### config.mk
export PLATFORM = sky130hd
export DESIGN_NAME = ps2_host_cmd_ctrl
export DESIGN_NICKNAME = d
export VERILOG_FILES = /design/src/rtl/ps2_host_cmd_ctrl.sv
export SDC_FILE = /design/constraint.sdc
export NUM_CORES = 1
export LEC_CHECK = 0
export BUFFER_PORTS_ARGS = -buffer_cell sky130_fd_sc_hd__buf_2
export CAP_MARGIN = 0
export CORE_MARGIN = 1.5
export CORE_UTILIZATION = 50
export CTS_BUF_LIST = sky130_fd_sc_hd__clkbuf_16
export DETAILED_ROUTE_END_ITERATION = 8
export HOLD_SLACK_MARGIN = 0.08
export PLACE_DENSITY_LB_ADDON = 0.08
export SLEW_MARGIN = 20
export SYNTH_ARGS = -nofsm -noshare
export SYNTH_HDL_FRONTEND = slang
export SYNTH_SLANG_ARGS = --single-unit
### constraint.sdc
create_clock -name clk25 -period 2.65 [get_ports clk25]
set_input_delay 0.265 -clock clk25 [delete_from_list [all_inputs] [get_ports clk25]]
set_output_delay 0.265 -clock clk25 [all_outputs]
set_load 0.02 [all_outputs]
### src/rtl/ps2_host_cmd_ctrl.sv
// PS/2 host-to-device command sequencer: inhibit/RTS, byte transmit on the
// device clock, line-ACK check, response receive with 0xFE resend retries.
module ps2_host_cmd_ctrl #(
  parameter int unsigned INHIBIT_CYC = 2500,
  parameter int unsigned TIMEOUT_CYC = 375000,
  parameter int unsigned MAX_RETRY   = 2
) (
  input  logic       clk25,
  input  logic       clr,
  input  logic       cmd_valid,
  input  logic [7:0] cmd_data,
  output logic       cmd_ready,
  input  logic       ps2c_in,
  input  logic       ps2d_in,
  output logic       ps2c_oe,
  output logic       ps2d_oe,
  output logic       host_busy,
  output logic       done,
  output logic [1:0] status,
  output logic [7:0] resp_data
);

  typedef enum logic [2:0] {IDLE, INHIBIT, RTS, SEND, RESP, DONE} state_t;
  state_t state, state_nx;

  logic [7:0]  c_sh, d_sh;
  logic        c_filt, d_filt, c_filt_q;
  logic [31:0] cnt;
  logic [31:0] retry_cnt;
  logic [3:0]  bit_cnt;
  logic [7:0]  tx_byte;
  logic        tx_par;
  logic        d_drv;
  logic [9:0]  rx_sh;

  logic        fall, last_fall, timeout, frame_ok, retry;
  logic [10:0] frame;

  // Frame as it stands including the bit sampled on the current fall.
  assign fall      = c_filt_q & ~c_filt;
  assign last_fall = fall && (bit_cnt == 4'd10);
  assign frame     = {d_filt, rx_sh};
  assign frame_ok  = ~frame[0] & frame[10] & (^frame[9:1]);
  assign timeout   = ~fall && (cnt == TIMEOUT_CYC - 1);
  assign retry     = frame_ok && (frame[8:1] == 8'hFE) && (retry_cnt < MAX_RETRY);

  always_ff @(posedge clk25) begin
    if (clr) state <= IDLE;
    else     state <= state_nx;
  end

  always_comb begin
    state_nx = state;
    unique case (state)
      IDLE:    if (cmd_valid) state_nx = INHIBIT;
      INHIBIT: if (cnt == INHIBIT_CYC - 1) state_nx = RTS;
      RTS:     state_nx = SEND;
      SEND:    if (last_fall)    state_nx = d_filt ? DONE : RESP;
               else if (timeout) state_nx = DONE;
      RESP:    if (last_fall)    state_nx = retry ? INHIBIT : DONE;
               else if (timeout) state_nx = DONE;
      DONE:    state_nx = IDLE;
      default: state_nx = IDLE;
    endcase
  end

  always_comb begin
    cmd_ready = (state == IDLE);
    host_busy = (state != IDLE);
    ps2c_oe   = (state == INHIBIT) || (state == RTS);
    ps2d_oe   = (state == RTS) || ((state == SEND) && d_drv);
    done      = (state == DONE);
  end

  always_ff @(posedge clk25) begin
    if (clr) begin
      c_sh      <= '1;
      d_sh      <= '1;
      c_filt    <= 1'b1;
      d_filt    <= 1'b1;
      c_filt_q  <= 1'b1;
      cnt       <= '0;
      retry_cnt <= '0;
      bit_cnt   <= '0;
      tx_byte   <= '0;
      tx_par    <= 1'b0;
      d_drv     <= 1'b0;
      rx_sh     <= '0;
      status    <= '0;
      resp_data <= '0;
    end else begin
      c_sh     <= {c_sh[6:0], ps2c_in};
      d_sh     <= {d_sh[6:0], ps2d_in};
      if (&c_sh)       c_filt <= 1'b1;
      else if (~|c_sh) c_filt <= 1'b0;
      if (&d_sh)       d_filt <= 1'b1;
      else if (~|d_sh) d_filt <= 1'b0;
      c_filt_q <= c_filt;

      unique case (state)
        IDLE: if (cmd_valid) begin
          tx_byte   <= cmd_data;
          tx_par    <= ~^cmd_data;
          retry_cnt <= '0;
          cnt       <= '0;
        end
        INHIBIT: cnt <= (cnt == INHIBIT_CYC - 1) ? '0 : cnt + 32'd1;
        RTS: begin
          cnt     <= '0;
          bit_cnt <= '0;
          d_drv   <= 1'b1;
        end
        SEND: if (fall) begin
          cnt     <= '0;
          bit_cnt <= (bit_cnt == 4'd10) ? 4'd0 : bit_cnt + 4'd1;
          if (bit_cnt < 4'd8)       d_drv <= ~tx_byte[bit_cnt[2:0]];
          else if (bit_cnt == 4'd8) d_drv <= ~tx_par;
          else                      d_drv <= 1'b0;
          if (last_fall && d_filt) status <= 2'b01;
        end else begin
          cnt <= cnt + 32'd1;
          if (timeout) status <= 2'b01;
        end
        RESP: if (fall) begin
          cnt     <= '0;
          rx_sh   <= frame[10:1];
          bit_cnt <= bit_cnt + 4'd1;
          if (last_fall) begin
            bit_cnt   <= '0;
            resp_data <= frame[8:1];
            if (!frame_ok)                status    <= 2'b10;
            else if (retry)               retry_cnt <= retry_cnt + 32'd1;
            else if (frame[8:1] == 8'hFE) status    <= 2'b11;
            else                          status    <= 2'b00;
          end
        end else begin
          cnt <= cnt + 32'd1;
          if (timeout) status <= 2'b01;
        end
        default: ;
      endcase
    end
  end

endmodule

==> impl_summary.md <==
Final layout
Fill cells in the final layout number 869. The number of standard cells in the final layout excluding fillers is 746. The count of nets after finishing is 622. With fillers left out, the area of the finished cells amounts to 0.005979 sq mm. The final core utilization is 61.18%. The share of layout cells above drive strength 1 is 15.33%.

The area growth from synthesis to layout is 18.38%. The number of antenna diodes in the final layout is 0.

Setup path
The worst setup path is launched from a flip-flop. Along the worst path, the maximum fanout reaches 5. The critical path class is flip-flop to flip-flop. The worst reg2reg path endpoint is status[0]. The minimum setup slack among reg-to-reg paths is 0.14 ns. The endpoint type of the worst setup path is a flip-flop. For the worst setup path, the data required time is 2.95 ns.

The signal arrival time at the worst endpoint is 2.81 ns. In this run the critical register-to-register path is launched from rx_sh[7]. The worst register-to-register path has a depth of 6.

Timing
In the final timing run, aggregate negative setup slack is 0 ns. The worst-case headroom to the max-slew limit is 47.98%. The final max-slew violation count is 0. Setup repair after global routing left no endpoint under its margin. The final count of hold timing violations was 0. In the finished design, the share of the clock period the worst path needs comes to 94.73%. Setup violations remaining at the end of the flow were counted as 0. The worst clock skew on the final layout is 0.006590 ns. Derived from the worst setup path, the maximum achievable clock frequency is 0.3984 GHz. Counting I/O delays and the setup requirement, the final critical path takes 2.510 ns. For the pin with the worst max-slew slack, the measured transition is 0.7744 ns.

Synth
The post-synth design cell area is 0.005051 sq mm. The count of mapped cells out of synthesis is 572. Synthesis inferred 120 register bits. The number of synthesized flops with an enable pin is 0. In this run, distinct cell masters in the synthesized netlist total 52.

The primary flip-flop cell chosen by synthesis mapping is dfxtp_1. The area fraction of the dominant cell type after synthesis is 47.56%. Yosys attributes the largest share of cell area to dfxtp_1 (48%), nand2_1 (5.7%), xor2_1 (4.0%).

The number of warning messages in the yosys log is 0. Summed over all instances, the cell type with the most area after synthesis is dfxtp_1. The synthesized area divided by synthesized cell count is 8.831 sq um. Counting flops with an async set or reset pin after synthesis yields a share of 0%. Synthesis produced a netlist with a net count of 594. The sequential element share of the synthesized area is 47.56%.

Place
The half-perimeter wire length after placement is 6918 um. Buffers placed on the I/O ports in this run total 27. The global placer's final weighted congestion is 0.7992. The area after detailed placement is 0.005325 sq mm. The number of placed instances, taps included, is 712.

Routing
In the routed design, unresolved DRC markers number 0. Before antenna repair, the detailed router went through 6 iterations. The vias per cell is 5.391.

The mean routed wirelength per cell is 13.99 um. The final antenna-violating net count is 0. The total detailed-routing wirelength is 10430 um.

The first routing iteration left 162 violations. Detailed routing inserted a total of 4022 vias.

Min path
The hold path endpoint is tx_byte[1]. The startpoint of the lowest-slack hold path is cmd_data[1]. The cell depth of the worst hold path is 3. The class of the tightest hold or removal check is primary input to flip-flop.

Floorplan
28 I/O pins were placed. The die height is 103.5 um. The width of the chip is 103.5 um.

In this run the standard cell core region covers 0.009774 sq mm. The starting utilization of the core area is 51.68%. The die covers 0.01071 sq mm. The placement row count is 36.

Clock network
CTS built an H-tree with a depth of 4. TritonCTS built the clock tree. The clock-pin slew reported for the worst setup and hold paths after clock tree synthesis is 0.06 ns. The clock sink count is 120. The clock tree buffer depth is 2. TritonCTS created 17 clock buffers. The root cell of the clock tree is clkbuf_16.

The clock network latency to the later pin of the worst-skew pair is 0.41 ns. Post-CTS repair changed the size of 0 cells.

GRT
Global routing finished with a remaining overflow of 0. The overall fraction of global-route tracks in use is 20.21%. The maximum number of pins on one net before global-route repair is 37. The via count of the first global-routing pass is 3674.

The initial antenna violation count is 0. The first global-routing pass estimated 17680 um of wire.

Pwr
IR analysis of the VDD net gives a maximum drop of 0.5959 mV. The total power divided by cell area is 770.1 mW/mm^2. In this run the static leakage power is 2.319 nW. The post-route total power is 4.605 mW.

Flow run
Max-cap violations in this run came to 0.

Run status
The run finished with clean final reports.
[how the worst max path moves through the flow]
| stage | start | to | slack, ns | depth (start not counted) |
|---|---|---|---|---|
| 4_1_cts | rx_sh[7] | status[0] | 0.12 | 6 |
| 6_report | rx_sh[7] | status[0] | 0.14 | 6 |
| 5_1_grt | rx_sh[7] | status[1] | 0.04 | 6 |
| 2_1_floorplan | rx_sh[7] | status[0] | 0.30 | 6 |
| 3_3_place_gp | rx_sh[7] | status[0] | 0.22 | 6 |
| 3_5_place_dp | rx_sh[7] | status[0] | 0.12 | 6 |
[cell usage in the layout, fill, tap and decap left out, drive strengths merged, types with 3 or more instances in the layout]
master and count:
a21oi 40, and2 4, and3 32, buf 38, bufinv 5, clkbuf 17, clkinv 5, dfxtp 120
ha 9, inv 14, nand2 77, nand2b 5, nand3 18, nand4 24, nor2 46, nor2b 6
nor3 9, nor4 20, nor4b 3, o21ai 13, o31ai 3, or2 20, or3 5, or4 4
xnor2 15, xor2 23
[final cells by class]
class / instances / area [sq um] / area share [%]
multi-input cells: 410 / 2497 / 41.77
flip-flops and latches: 120 / 2402 / 40.18
clock buffers: 17 / 425.4 / 7.114
clock inverters: 15 / 209.0 / 3.494
inverters: 11 / 41.29 / 0.6905
repair buffers: 40 / 237.7 / 3.976
well taps: 133 / 166.4 / 2.783
[flip-flops by register name, indices dropped and copies added (netlist names)]
name and flops:
d_sh 8, state 3, cnt 32, bit_cnt 4, status 2, rx_sh 10, resp_data 8, retry_cnt 32
d_drv 1, c_filt_q 1, d_filt 1, tx_par 1, tx_byte 8, c_sh 8, c_filt 1
[repair_timing]
action	in CTS	in global routing
buffers inserted	0	0
hold buffers	2	0
endpoints found under the hold margin	2	0
[stage by stage]
step           worst slack, ns  hold WS [ns]
2_1_floorplan           0.3004        0.3688
6_report                0.1397        0.1159
3_3_place_gp            0.2163        0.4223
4_1_cts                 0.1239        0.1095
3_5_place_dp            0.1219        0.4219
5_1_grt                0.03670        0.1145
[per-layer routing]
metal  wire, um  vias to the layer above  track usage [%]
met4        122                        0            6.548
met3        401                       10            5.223
li1           -                     2066                -
met5          0                        -                0
met2       4841                       68            31.05
met1       5067                     1878            27.81
[power by group]
part | switching (mW) | leakage [nW] | internal [mW] | total [mW]
Combinational | 0.178 | 1.04 | 0.104 | 0.282
Clock | 0.804 | 0.313 | 1.65 | 2.46
Sequential | 0.0295 | 0.970 | 1.84 | 1.86
[synthesized netlist by cell type, drive strengths merged, types with 3 or more instances]
| master | count |
|---|---|
| or2 | 20 |
| nor2b | 6 |
| nor4 | 20 |
| ha | 9 |
| inv | 11 |
| xnor2 | 15 |
| clkbuf | 25 |
| or3 | 5 |
| and3 | 32 |
| a21oi | 40 |
| nand2 | 77 |
| nand2b | 5 |
| nor2 | 46 |
| xor2 | 23 |
| o21ai | 13 |
| o31ai | 3 |
| nor3 | 9 |
| nor4b | 3 |
| nand3 | 18 |
| buf | 6 |
| or4 | 4 |
| nand4 | 24 |
| dfxtp | 120 |
| and2 | 4 |
[cell families after synthesis]
group / count (synthesis) / synth area share (%)
XOR/XNOR: 39 / 7.035
adder cells (fa/ha/maj): 9 / 2.229
multiplexers: 4 / 1.288
buffers and inverters: 42 / 3.270
AND/OR/NAND/NOR: 283 / 29.25
AO/OA/AOI/OAI: 75 / 9.363
flip-flops: 120 / 47.56
[worst max-delay path: stages, from the launching register on]
cell and delay (ns):
dfxtp_1 0.34, ha_1 0.32, xnor3_1 0.38, or4_4 0.45, a2111oi_4 0.52, a221oi_2 0.13
o221a_1 0.26
Note: power is estimated with default switching activity, not from simulation.
